### src/rtl/reg_pc_bank_if.sv
// Write-back, PC-control and architectural-state bus of reg_pc_bank.
// master drives the controls and observes the nine register/PC channels.
interface reg_pc_bank_if #(
    parameter int WORD_SIZE = 16,
    parameter int ADDR_SIZE = 3
);
    logic                 wr_en;
    logic [ADDR_SIZE-1:0] wr_addr;
    logic [WORD_SIZE-1:0] wr_data;
    logic                 pc_inc;
    logic                 pc_load;
    logic [WORD_SIZE-1:0] pc_target;
    logic                 call;
    logic                 ret;
    logic                 halt;
    logic                 resume;
    logic [WORD_SIZE-1:0] r0, r1, r2, r3, r4, r5, r6, r7;
    logic [WORD_SIZE-1:0] pc;
    logic                 halted;
    logic                 stk_empty;
    logic                 stk_full;
    logic                 stk_err;

    modport master (
        output wr_en, wr_addr, wr_data, pc_inc, pc_load, pc_target,
               call, ret, halt, resume,
        input  r0, r1, r2, r3, r4, r5, r6, r7, pc, halted,
               stk_empty, stk_full, stk_err
    );

    modport slave (
        input  wr_en, wr_addr, wr_data, pc_inc, pc_load, pc_target,
               call, ret, halt, resume,
        output r0, r1, r2, r3, r4, r5, r6, r7, pc, halted,
               stk_empty, stk_full, stk_err
    );
endinterface

### src/rtl/reg_pc_bank.sv
// Eight GPRs plus PC sequencer (hold/inc/load/halt/resume) for the 16-bit core.
// Define RET_STACK_EN to build the call/return address stack.
module reg_pc_bank #(
    parameter int                   WORD_SIZE    = 16,
    parameter int                   ADDR_SIZE    = 3,
    parameter logic [WORD_SIZE-1:0] RESET_VECTOR = '0,
    parameter int                   STACK_DEPTH  = 4
) (
    input logic          clk,
    input logic          rst_n,
    reg_pc_bank_if.slave bus
);
    typedef enum logic {RUN, HALT} state_t;

    state_t               state;
    logic                 halted_q;
    logic [WORD_SIZE-1:0] pc_q;
    logic [WORD_SIZE-1:0] regs [2**ADDR_SIZE];
    logic                 pc_ops;

    // PC operations only take effect in RUN and not in the cycle that halts.
    assign pc_ops = (state == RUN) && !bus.halt;

    always_ff @(posedge clk or negedge rst_n) begin
        if (!rst_n) begin
            for (int i = 0; i < 2**ADDR_SIZE; i++) regs[i] <= '0;
        end else if (bus.wr_en) begin
            regs[bus.wr_addr] <= bus.wr_data;
        end
    end

    assign bus.r0 = regs[0];
    assign bus.r1 = regs[1];
    assign bus.r2 = regs[2];
    assign bus.r3 = regs[3];
    assign bus.r4 = regs[4];
    assign bus.r5 = regs[5];
    assign bus.r6 = regs[6];
    assign bus.r7 = regs[7];

`ifdef RET_STACK_EN
    localparam int SP_W  = $clog2(STACK_DEPTH + 1);
    localparam int IDX_W = (STACK_DEPTH > 1) ? $clog2(STACK_DEPTH) : 1;

    logic [WORD_SIZE-1:0] stk [STACK_DEPTH];
    logic [SP_W-1:0]      sp;
    logic [SP_W-1:0]      sp_dec;
    logic                 stk_full_w;
    logic                 stk_empty_w;
    logic                 err_q;
    logic                 push;
    logic                 pop;
    logic                 fault;

    assign stk_full_w  = (sp == SP_W'(STACK_DEPTH));
    assign stk_empty_w = (sp == '0);
    assign sp_dec      = sp - 1'b1;
    assign pop         = pc_ops && bus.ret && !stk_empty_w;
    assign push        = pc_ops && !bus.ret && bus.call && !stk_full_w;
    assign fault       = pc_ops && ((bus.ret && stk_empty_w) ||
                                    (!bus.ret && bus.call && stk_full_w));

    always_ff @(posedge clk) begin
        if (push) stk[sp[IDX_W-1:0]] <= pc_q + 1'b1;
    end

    always_ff @(posedge clk or negedge rst_n) begin
        if (!rst_n) begin
            sp    <= '0;
            err_q <= 1'b0;
        end else begin
            if (push)      sp <= sp + 1'b1;
            else if (pop)  sp <= sp_dec;
            if (fault)     err_q <= 1'b1;
        end
    end

    assign bus.stk_empty = stk_empty_w;
    assign bus.stk_full  = stk_full_w;
    assign bus.stk_err   = err_q;
`else
    assign bus.stk_empty = 1'b1;
    assign bus.stk_full  = 1'b0;
    assign bus.stk_err   = 1'b0;
`endif

    // ret > call > pc_load > pc_inc > hold; without the stack, ret just holds.
    always_ff @(posedge clk or negedge rst_n) begin
        if (!rst_n) begin
            state    <= RUN;
            halted_q <= 1'b0;
            pc_q     <= RESET_VECTOR;
        end else begin
            case (state)
                RUN: begin
                    if (bus.halt) begin
                        state    <= HALT;
                        halted_q <= 1'b1;
                    end else if (bus.ret) begin
`ifdef RET_STACK_EN
                        if (!stk_empty_w) pc_q <= stk[sp_dec[IDX_W-1:0]];
`endif
                    end else if (bus.call || bus.pc_load) begin
                        pc_q <= bus.pc_target;
                    end else if (bus.pc_inc) begin
                        pc_q <= pc_q + 1'b1;
                    end
                end
                HALT: begin
                    if (bus.resume && !bus.halt) begin
                        state    <= RUN;
                        halted_q <= 1'b0;
                    end
                end
                default: begin
                    state    <= RUN;
                    halted_q <= 1'b0;
                end
            endcase
        end
    end

    assign bus.pc     = pc_q;
    assign bus.halted = halted_q;
endmodule
### src/flat_wrapper.sv
// flat-port wrapper written by rule: the top's interface ports become plain ports
module reg_pc_bank_flat 
#(
    parameter int                   WORD_SIZE    = 16,
    parameter int                   ADDR_SIZE    = 3,
    parameter logic [WORD_SIZE-1:0] RESET_VECTOR = '0,
    parameter int                   STACK_DEPTH  = 4
)
  (clk, rst_n, bus_wr_en, bus_wr_addr, bus_wr_data, bus_pc_inc, bus_pc_load, bus_pc_target, bus_call, bus_ret, bus_halt, bus_resume, bus_r0, bus_r1, bus_r2, bus_r3, bus_r4, bus_r5, bus_r6, bus_r7, bus_pc, bus_halted, bus_stk_empty, bus_stk_full, bus_stk_err);
  reg_pc_bank_if #(.WORD_SIZE(WORD_SIZE), .ADDR_SIZE(ADDR_SIZE)) bus_i ();
  input logic clk;
  input logic rst_n;
  input wire logic [$bits(bus_i.wr_en)-1:0] bus_wr_en;
  input wire logic [$bits(bus_i.wr_addr)-1:0] bus_wr_addr;
  input wire logic [$bits(bus_i.wr_data)-1:0] bus_wr_data;
  input wire logic [$bits(bus_i.pc_inc)-1:0] bus_pc_inc;
  input wire logic [$bits(bus_i.pc_load)-1:0] bus_pc_load;
  input wire logic [$bits(bus_i.pc_target)-1:0] bus_pc_target;
  input wire logic [$bits(bus_i.call)-1:0] bus_call;
  input wire logic [$bits(bus_i.ret)-1:0] bus_ret;
  input wire logic [$bits(bus_i.halt)-1:0] bus_halt;
  input wire logic [$bits(bus_i.resume)-1:0] bus_resume;
  output wire logic [$bits(bus_i.r0)-1:0] bus_r0;
  output wire logic [$bits(bus_i.r1)-1:0] bus_r1;
  output wire logic [$bits(bus_i.r2)-1:0] bus_r2;
  output wire logic [$bits(bus_i.r3)-1:0] bus_r3;
  output wire logic [$bits(bus_i.r4)-1:0] bus_r4;
  output wire logic [$bits(bus_i.r5)-1:0] bus_r5;
  output wire logic [$bits(bus_i.r6)-1:0] bus_r6;
  output wire logic [$bits(bus_i.r7)-1:0] bus_r7;
  output wire logic [$bits(bus_i.pc)-1:0] bus_pc;
  output wire logic [$bits(bus_i.halted)-1:0] bus_halted;
  output wire logic [$bits(bus_i.stk_empty)-1:0] bus_stk_empty;
  output wire logic [$bits(bus_i.stk_full)-1:0] bus_stk_full;
  output wire logic [$bits(bus_i.stk_err)-1:0] bus_stk_err;
  assign bus_i.wr_en = bus_wr_en;
  assign bus_i.wr_addr = bus_wr_addr;
  assign bus_i.wr_data = bus_wr_data;
  assign bus_i.pc_inc = bus_pc_inc;
  assign bus_i.pc_load = bus_pc_load;
  assign bus_i.pc_target = bus_pc_target;
  assign bus_i.call = bus_call;
  assign bus_i.ret = bus_ret;
  assign bus_i.halt = bus_halt;
  assign bus_i.resume = bus_resume;
  assign bus_r0 = bus_i.r0;
  assign bus_r1 = bus_i.r1;
  assign bus_r2 = bus_i.r2;
  assign bus_r3 = bus_i.r3;
  assign bus_r4 = bus_i.r4;
  assign bus_r5 = bus_i.r5;
  assign bus_r6 = bus_i.r6;
  assign bus_r7 = bus_i.r7;
  assign bus_pc = bus_i.pc;
  assign bus_halted = bus_i.halted;
  assign bus_stk_empty = bus_i.stk_empty;
  assign bus_stk_full = bus_i.stk_full;
  assign bus_stk_err = bus_i.stk_err;
  reg_pc_bank #(.WORD_SIZE(WORD_SIZE), .ADDR_SIZE(ADDR_SIZE), .RESET_VECTOR(RESET_VECTOR), .STACK_DEPTH(STACK_DEPTH)) u_core (.clk(clk), .rst_n(rst_n), .bus(bus_i));
endmodule
### config.mk
export PLATFORM = sky130hd
export DESIGN_NAME = reg_pc_bank_flat
export DESIGN_NICKNAME = d
export VERILOG_FILES = /design/src/rtl/reg_pc_bank_if.sv /design/src/rtl/reg_pc_bank.sv /design/src/flat_wrapper.sv
export SDC_FILE = /design/constraint.sdc
export NUM_CORES = 1
export LEC_CHECK = 0
export ABC_AREA = 1
export BUFFER_PORTS_ARGS = -buffer_cell sky130_fd_sc_hd__buf_2
export CAP_MARGIN = 20
export CORE_AREA = 10 10 121 123
export DETAILED_ROUTE_END_ITERATION = 10
export DIE_AREA = 0 0 131 133
export GPL_ROUTABILITY_DRIVEN = 0
export GPL_TIMING_DRIVEN = 0
export HOLD_SLACK_MARGIN = 0.1
export PLACE_DENSITY = 0.88
export RECOVER_POWER = 50
export SLEW_MARGIN = 20
export SYNTH_ARGS = -nofsm -noshare
export SYNTH_HDL_FRONTEND = slang
export SYNTH_SLANG_ARGS = --single-unit
### constraint.sdc
create_clock -name clk -period 2.3 [get_ports clk]
set_input_delay 0.23 -clock clk [delete_from_list [all_inputs] [get_ports clk]]
set_output_delay 0.23 -clock clk [all_outputs]
set_load 0.005 [all_outputs]
== Word-level counts from Yosys, hierarchy flattened ==
Index checks and enable logic that the tools add are counted.

* Register bits: 146
* Output and inout bits: 148
* Bits of input ports: 44
* Word-level logic and storage cells: 38

* Magnitude comparators: 2
* Bitwise operators: 4
* Muxes and demuxes: 11
* Eq/ne operators: 2
* Reductions and logical operators: 7
* $add $sub $neg: 1

{| class="wikitable"
|+ Operator list
! kind !! number
|-
| bitwise mux 128 bit || 1
|-
| demux 16 bit (select 3 bit) || 1
|-
| 2-to-1 mux 16 bit || 3
|-
| adder 16 x 1 -> 16 bit, second input constant || 1
|-
| >= comparator 4 bit, second input constant || 1
|-
| < comparator 4 x 1 -> 1 bit, second input constant || 1
|-
| 2-to-1 mux 1 bit || 4
|-
| inequality test 2 bit, second input constant || 2
|-
| NOT 3 -> 4 bit || 1
|-
| one-hot mux 1 bit (2 select lines) || 2
|-
| AND reduction 4 bit || 1
|-
| NOT 1 bit || 3
|-
| logical AND 1 bit || 2
|-
| AND reduction 2 bit || 1
|-
| nonzero test 2 bit || 1
|-
| zero test 1 bit || 1
|-
| logical OR 1 bit || 1
|}

== Depth between registers and ports, before layout ==
* Depth in word-level cells: 6
* Depth in mapped cells: 10
* Gate-level depth less buffers: 10

== Worst setup path after synthesis ==
Ideal clock, no wire load.

* Path kind: reg-to-reg
* From: reg u_core.pc_q[1] (netlist: u_core.bus.pc[1])
* To: reg u_core.pc_q[10] (netlist: u_core.bus.pc[10])
* Period minus slack after synthesis: 1.323 ns
* Buffers on the path: 0
* Arrival: 1.207 ns
* Cell stages (with the launch flop): 11
* Setup slack: 0.977 ns
* Path through: dfrtp_1 ha_1 nand3_1 inv_2 nand2_1 nor2_1 nand2_1 nand2_1 nand2_1 nand2_1 nand2_1

* Cells in the longest elaborated chain, start to end: 3

{| class="wikitable"
|+ RTL lines
! element !! RTL line !! source
|-
| start: declaration || reg_pc_bank.sv:17 || <nowiki>logic [WORD_SIZE-1:0] pc_q;</nowiki>
|-
| start signal: assignment || reg_pc_bank.sv:104 || <nowiki>pc_q <= bus.pc_target;</nowiki>
|-
| start signal: assignment || reg_pc_bank.sv:106 || <nowiki>pc_q <= pc_q + 1'b1;</nowiki>
|-
| adder 16 x 1 -> 16 bit || reg_pc_bank.sv:106 ||
|-
| 2-to-1 mux 16 bit || reg_pc_bank.sv:105 || <nowiki>end else if (bus.pc_inc) begin</nowiki>
|-
| 2-to-1 mux 16 bit || reg_pc_bank.sv:103 || <nowiki>end else if (bus.call || bus.pc_load) begin</nowiki>
|}

Every way passes these cells. The select of a mux whose other input is x is not followed.
A chain may end at the register's enable or synchronous reset.

== Worst setup path in the final report ==
* From: reg u_core.pc_q[0] (netlist: u_core.bus.pc[0])
* To: reg u_core.pc_q[10] (netlist: u_core.bus.pc[10])

Same word-level chain as after synthesis.

==> impl_metrics.env <==
export IMPL_clkSlewWorstSetupHoldPaths_ns=0.06
export IMPL_yosysWarnings=0
export IMPL_detail_route_vias_per_cell=5.14
export IMPL_synth_top_cell_area_share_pct=63.0
export IMPL_p_per_area_nw_per_um2=1030
export IMPL_cts_tree="yes"
export IMPL_routed_top_layer="met4"
export IMPL_drive_above_1_share_pct=22.3
export IMPL_tightest_slew_ns=0.548
export IMPL_diodes=0
export IMPL_grt_pass1_vias=5274
export IMPL_antenna_found_initial=0
export IMPL_wl_mm=19.3
export IMPL_ys_seq_area_share_pct=63.0
export IMPL_hp_class="in -> reg"
export IMPL_n_fill_cell=1062
export IMPL_synth_simple_gate_area_share_pct=17.2
export IMPL_p_seq_share_pct=43.6
export IMPL_synth_top_family_by_area="simple AND/OR/NAND/NOR gates"
export IMPL_boundaryPins=192
export IMPL_grt_ovfl_total=0
export IMPL_ir_drop_mv=0.625
export IMPL_ys_top_cells_by_count="nand2_1, dfrtp_1, o21ai_0"
export IMPL_leakagePower_nw=3.87
export IMPL_finClkSkew_ns=0.00578
export IMPL_die_area_um2=17400
export IMPL_wl_met1_mm=7.26
export IMPL_combPwrFrac_pct=18.5
export IMPL_period_share_pct=68.3
export IMPL_wl_met2_mm=9.32
export IMPL_drt_iter0_drc=467
export IMPL_ys_flop_type="dfrtp_1"
export IMPL_crit_top_cell="nand2_1"
export IMPL_synth_edf_count=0
export IMPL_cp_start_kind="register"
export IMPL_clockPowerShare_pct=37.9
export IMPL_finalNetCount=891
export IMPL_htreeDepth=4
export IMPL_die_y_um=133
export IMPL_synth_most_common_cell="nand2_1"
export IMPL_totalPowerFinal_mw=7.83
export IMPL_internal_power_mw=5.55
export IMPL_slew_violations=0
export IMPL_setup_viol=0
export IMPL_drtAntennaViolNets=0
export IMPL_slew_headroom_pct=63.4
export IMPL_worst_setup_path_end_kind="register"
export IMPL_post_cts_setup_buffer_count=0
export IMPL_avgSynthCellArea_um2=9.17
export IMPL_r2r_slack_ns=0.73
export IMPL_rsz0062_at_grt="false"
export IMPL_core_area_um2=12400
export IMPL_critPathMaxStageDelay_ns=0.42
export IMPL_crit_required_ns=2.60
export IMPL_synth_fa_ha_area_share_pct=0.216
export IMPL_synth_area_leaders="dfrtp_1, nand2_1, o21ai_0"
export IMPL_path_buf_inv=1
export IMPL_drt_wirelength_per_cell_um=18.8
export IMPL_initial_core_util_pct=46.9
export IMPL_first_pass_iters=5
export IMPL_cts_buffer_depth=2
export IMPL_rows=41
export IMPL_grt_pass1_wl_mm=29.5
export IMPL_switching_share_pct=29.1
export IMPL_crit_chain="ha_1, nand3_1, inv_2, nand2_1, nor2_1, nand2_1, nand2_1, nand2_1, nand2_1, nand2_1"
export IMPL_cts_buffers=17
export IMPL_cts_hold_buffers=4
export IMPL_grt_max_degree=94
export IMPL_slowest_stage="dfrtp_1"
export IMPL_synthXorXnorAreaFrac_pct=0.151
export IMPL_vias=5295
export IMPL_grt_total_usage_pct=22.4
export IMPL_synth_area_um2=5800
export IMPL_clock_latency_ns=0.42
export IMPL_cts_resized_gates=0
export IMPL_synth_distinct_cells=24
export IMPL_cp_max_fo=5
export IMPL_synthArstFlopShare_pct=100
export IMPL_syn_inst=633
export IMPL_synth_seq_cells=146
export IMPL_worstSetupPathType="reg -> reg"
export IMPL_synth_compound_area_share_pct=14.0
export IMPL_fin_setup_tns_ns=0
export IMPL_area_growth_syn_to_layout_pct=31.1
export IMPL_cp_top_family="simple AND/OR/NAND/NOR gates"
export IMPL_die_w_um=131
export IMPL_synth_mux_area_share_pct=0
export IMPL_dp_hpwl_mm=13.5
export IMPL_portBuffers=188
export IMPL_final_hold_viol_count=0
export IMPL_met3_length_mm=2.39
export IMPL_arrival_ns=1.88
export IMPL_root_buffer="clkbuf_16"
export IMPL_yosys_area_top_type="dfrtp_1"
export IMPL_fmax_mhz=636
export IMPL_fin_crit_ns=1.57
export IMPL_switching_power_mw=2.28
export IMPL_numClockSinks=146
export IMPL_max_cap_violations=0
export IMPL_outcome="completed"
export IMPL_drcViolationCount=0
==> per-stage QoR <==
stage          hold WS (ns)  utilization [%]  cell area [um2]  std cells  setup WS (ns)
6_report              0.117             61.5             7610       1030          0.728
5_1_grt               0.143             61.5             7610       1030          0.621
4_1_cts               0.103             62.0             7670       1030          0.769
3_5_place_dp          0.174             56.6             7000        995          0.773
3_3_place_gp          0.454             56.3             6960        994          -1.04
2_1_floorplan       -0.0656                -             5810        634          0.977
==> cell families after synthesis <==
| family | after synthesis |
|---|---|
| AOI/OAI and AO/OA | 159 |
| xor gates and xnor gates | 1 |
| adders and majority gates | 1 |
| buffers and inverters | 73 |
| DFF | 146 |
| other | 2 |
| and+or+nand+nor | 251 |
==> worst reg2reg max path, stage by stage (launching register included) <==
cell,delay (ns)
dfrtp_1,0.42
ha_1,0.22
nand3_1,0.21
inv_2,0.15
nand2_1,0.09
nor2_1,0.09
nand2_1,0.05
nand2_1,0.06
nand2_1,0.04
nand2_1,0.08
nand2_1,0.05
==> worst paths after layout <==
path / from / endpoint / cells past startpoint
worst min-delay path: bus_pc_target[3] / u_core.bus.pc[3]$_DFFE_PN0P_ / 3
min in group asynchronous: rst_n / u_core.bus.pc[0]$_DFFE_PN0P_ / 2
max in group asynchronous: rst_n / u_core.bus.r4[7]$_DFFE_PN0P_ / 3
worst min register to register: u_core.bus.r2[0]$_DFFE_PN0P_ / u_core.bus.r2[0]$_DFFE_PN0P_ / 2
worst max register to register: u_core.bus.pc[0]$_DFFE_PN0P_ / u_core.bus.pc[10]$_DFFE_PN0P_ / 10
worst max-delay path: u_core.bus.pc[0]$_DFFE_PN0P_ / u_core.bus.pc[10]$_DFFE_PN0P_ / 10
==> final cells by class <==
type / instances / area [um2] / area share, %
sequential: 146 / 3650 / 48.0
multi-input combinational: 415 / 1840 / 24.2
timing repair buffer: 193 / 966 / 12.7
clock buffer: 20 / 457 / 6.00
tap: 172 / 215 / 2.83
clock inverter: 11 / 175 / 2.30
inverter: 41 / 154 / 2.02
buffer: 32 / 148 / 1.94
==> power groups by stage <==
stage / Sequential [mW] / Combinational (mW) / Clock (mW)
CTS: 3.40 / 1.51 / 2.98
global route: 3.49 / 1.64 / 3.11
global placement: 3.41 / 1.44 / 0
finish: 3.42 / 1.45 / 2.97
floorplan: 3.45 / 0.573 / 0
detailed placement: 3.43 / 1.50 / 0
==> layout by cell type (no fill, tap or decap), drive strengths merged <==
master / instances
o21ai: 129
clkbuf: 87
bufinv: 4
xnor2: 1
nor3: 2
a21oi: 26
inv: 45
nand4: 6
nor2: 52
nand2: 173
clkinv: 1
conb: 3
nand3: 17
nand3b: 1
o22ai: 2
o21a: 1
dlygate4sd3: 4
a31oi: 1
buf: 154
clkinvlp: 2
dfrtp: 146
ha: 1
==> per-layer routing <==
layer	track usage (%)	vias to the layer above
met2	36.0	283
met5	0	-
met1	26.3	2509
li1	-	2472
met4	7.35	0
met3	9.39	31
Power figures use the tool's default switching activity.
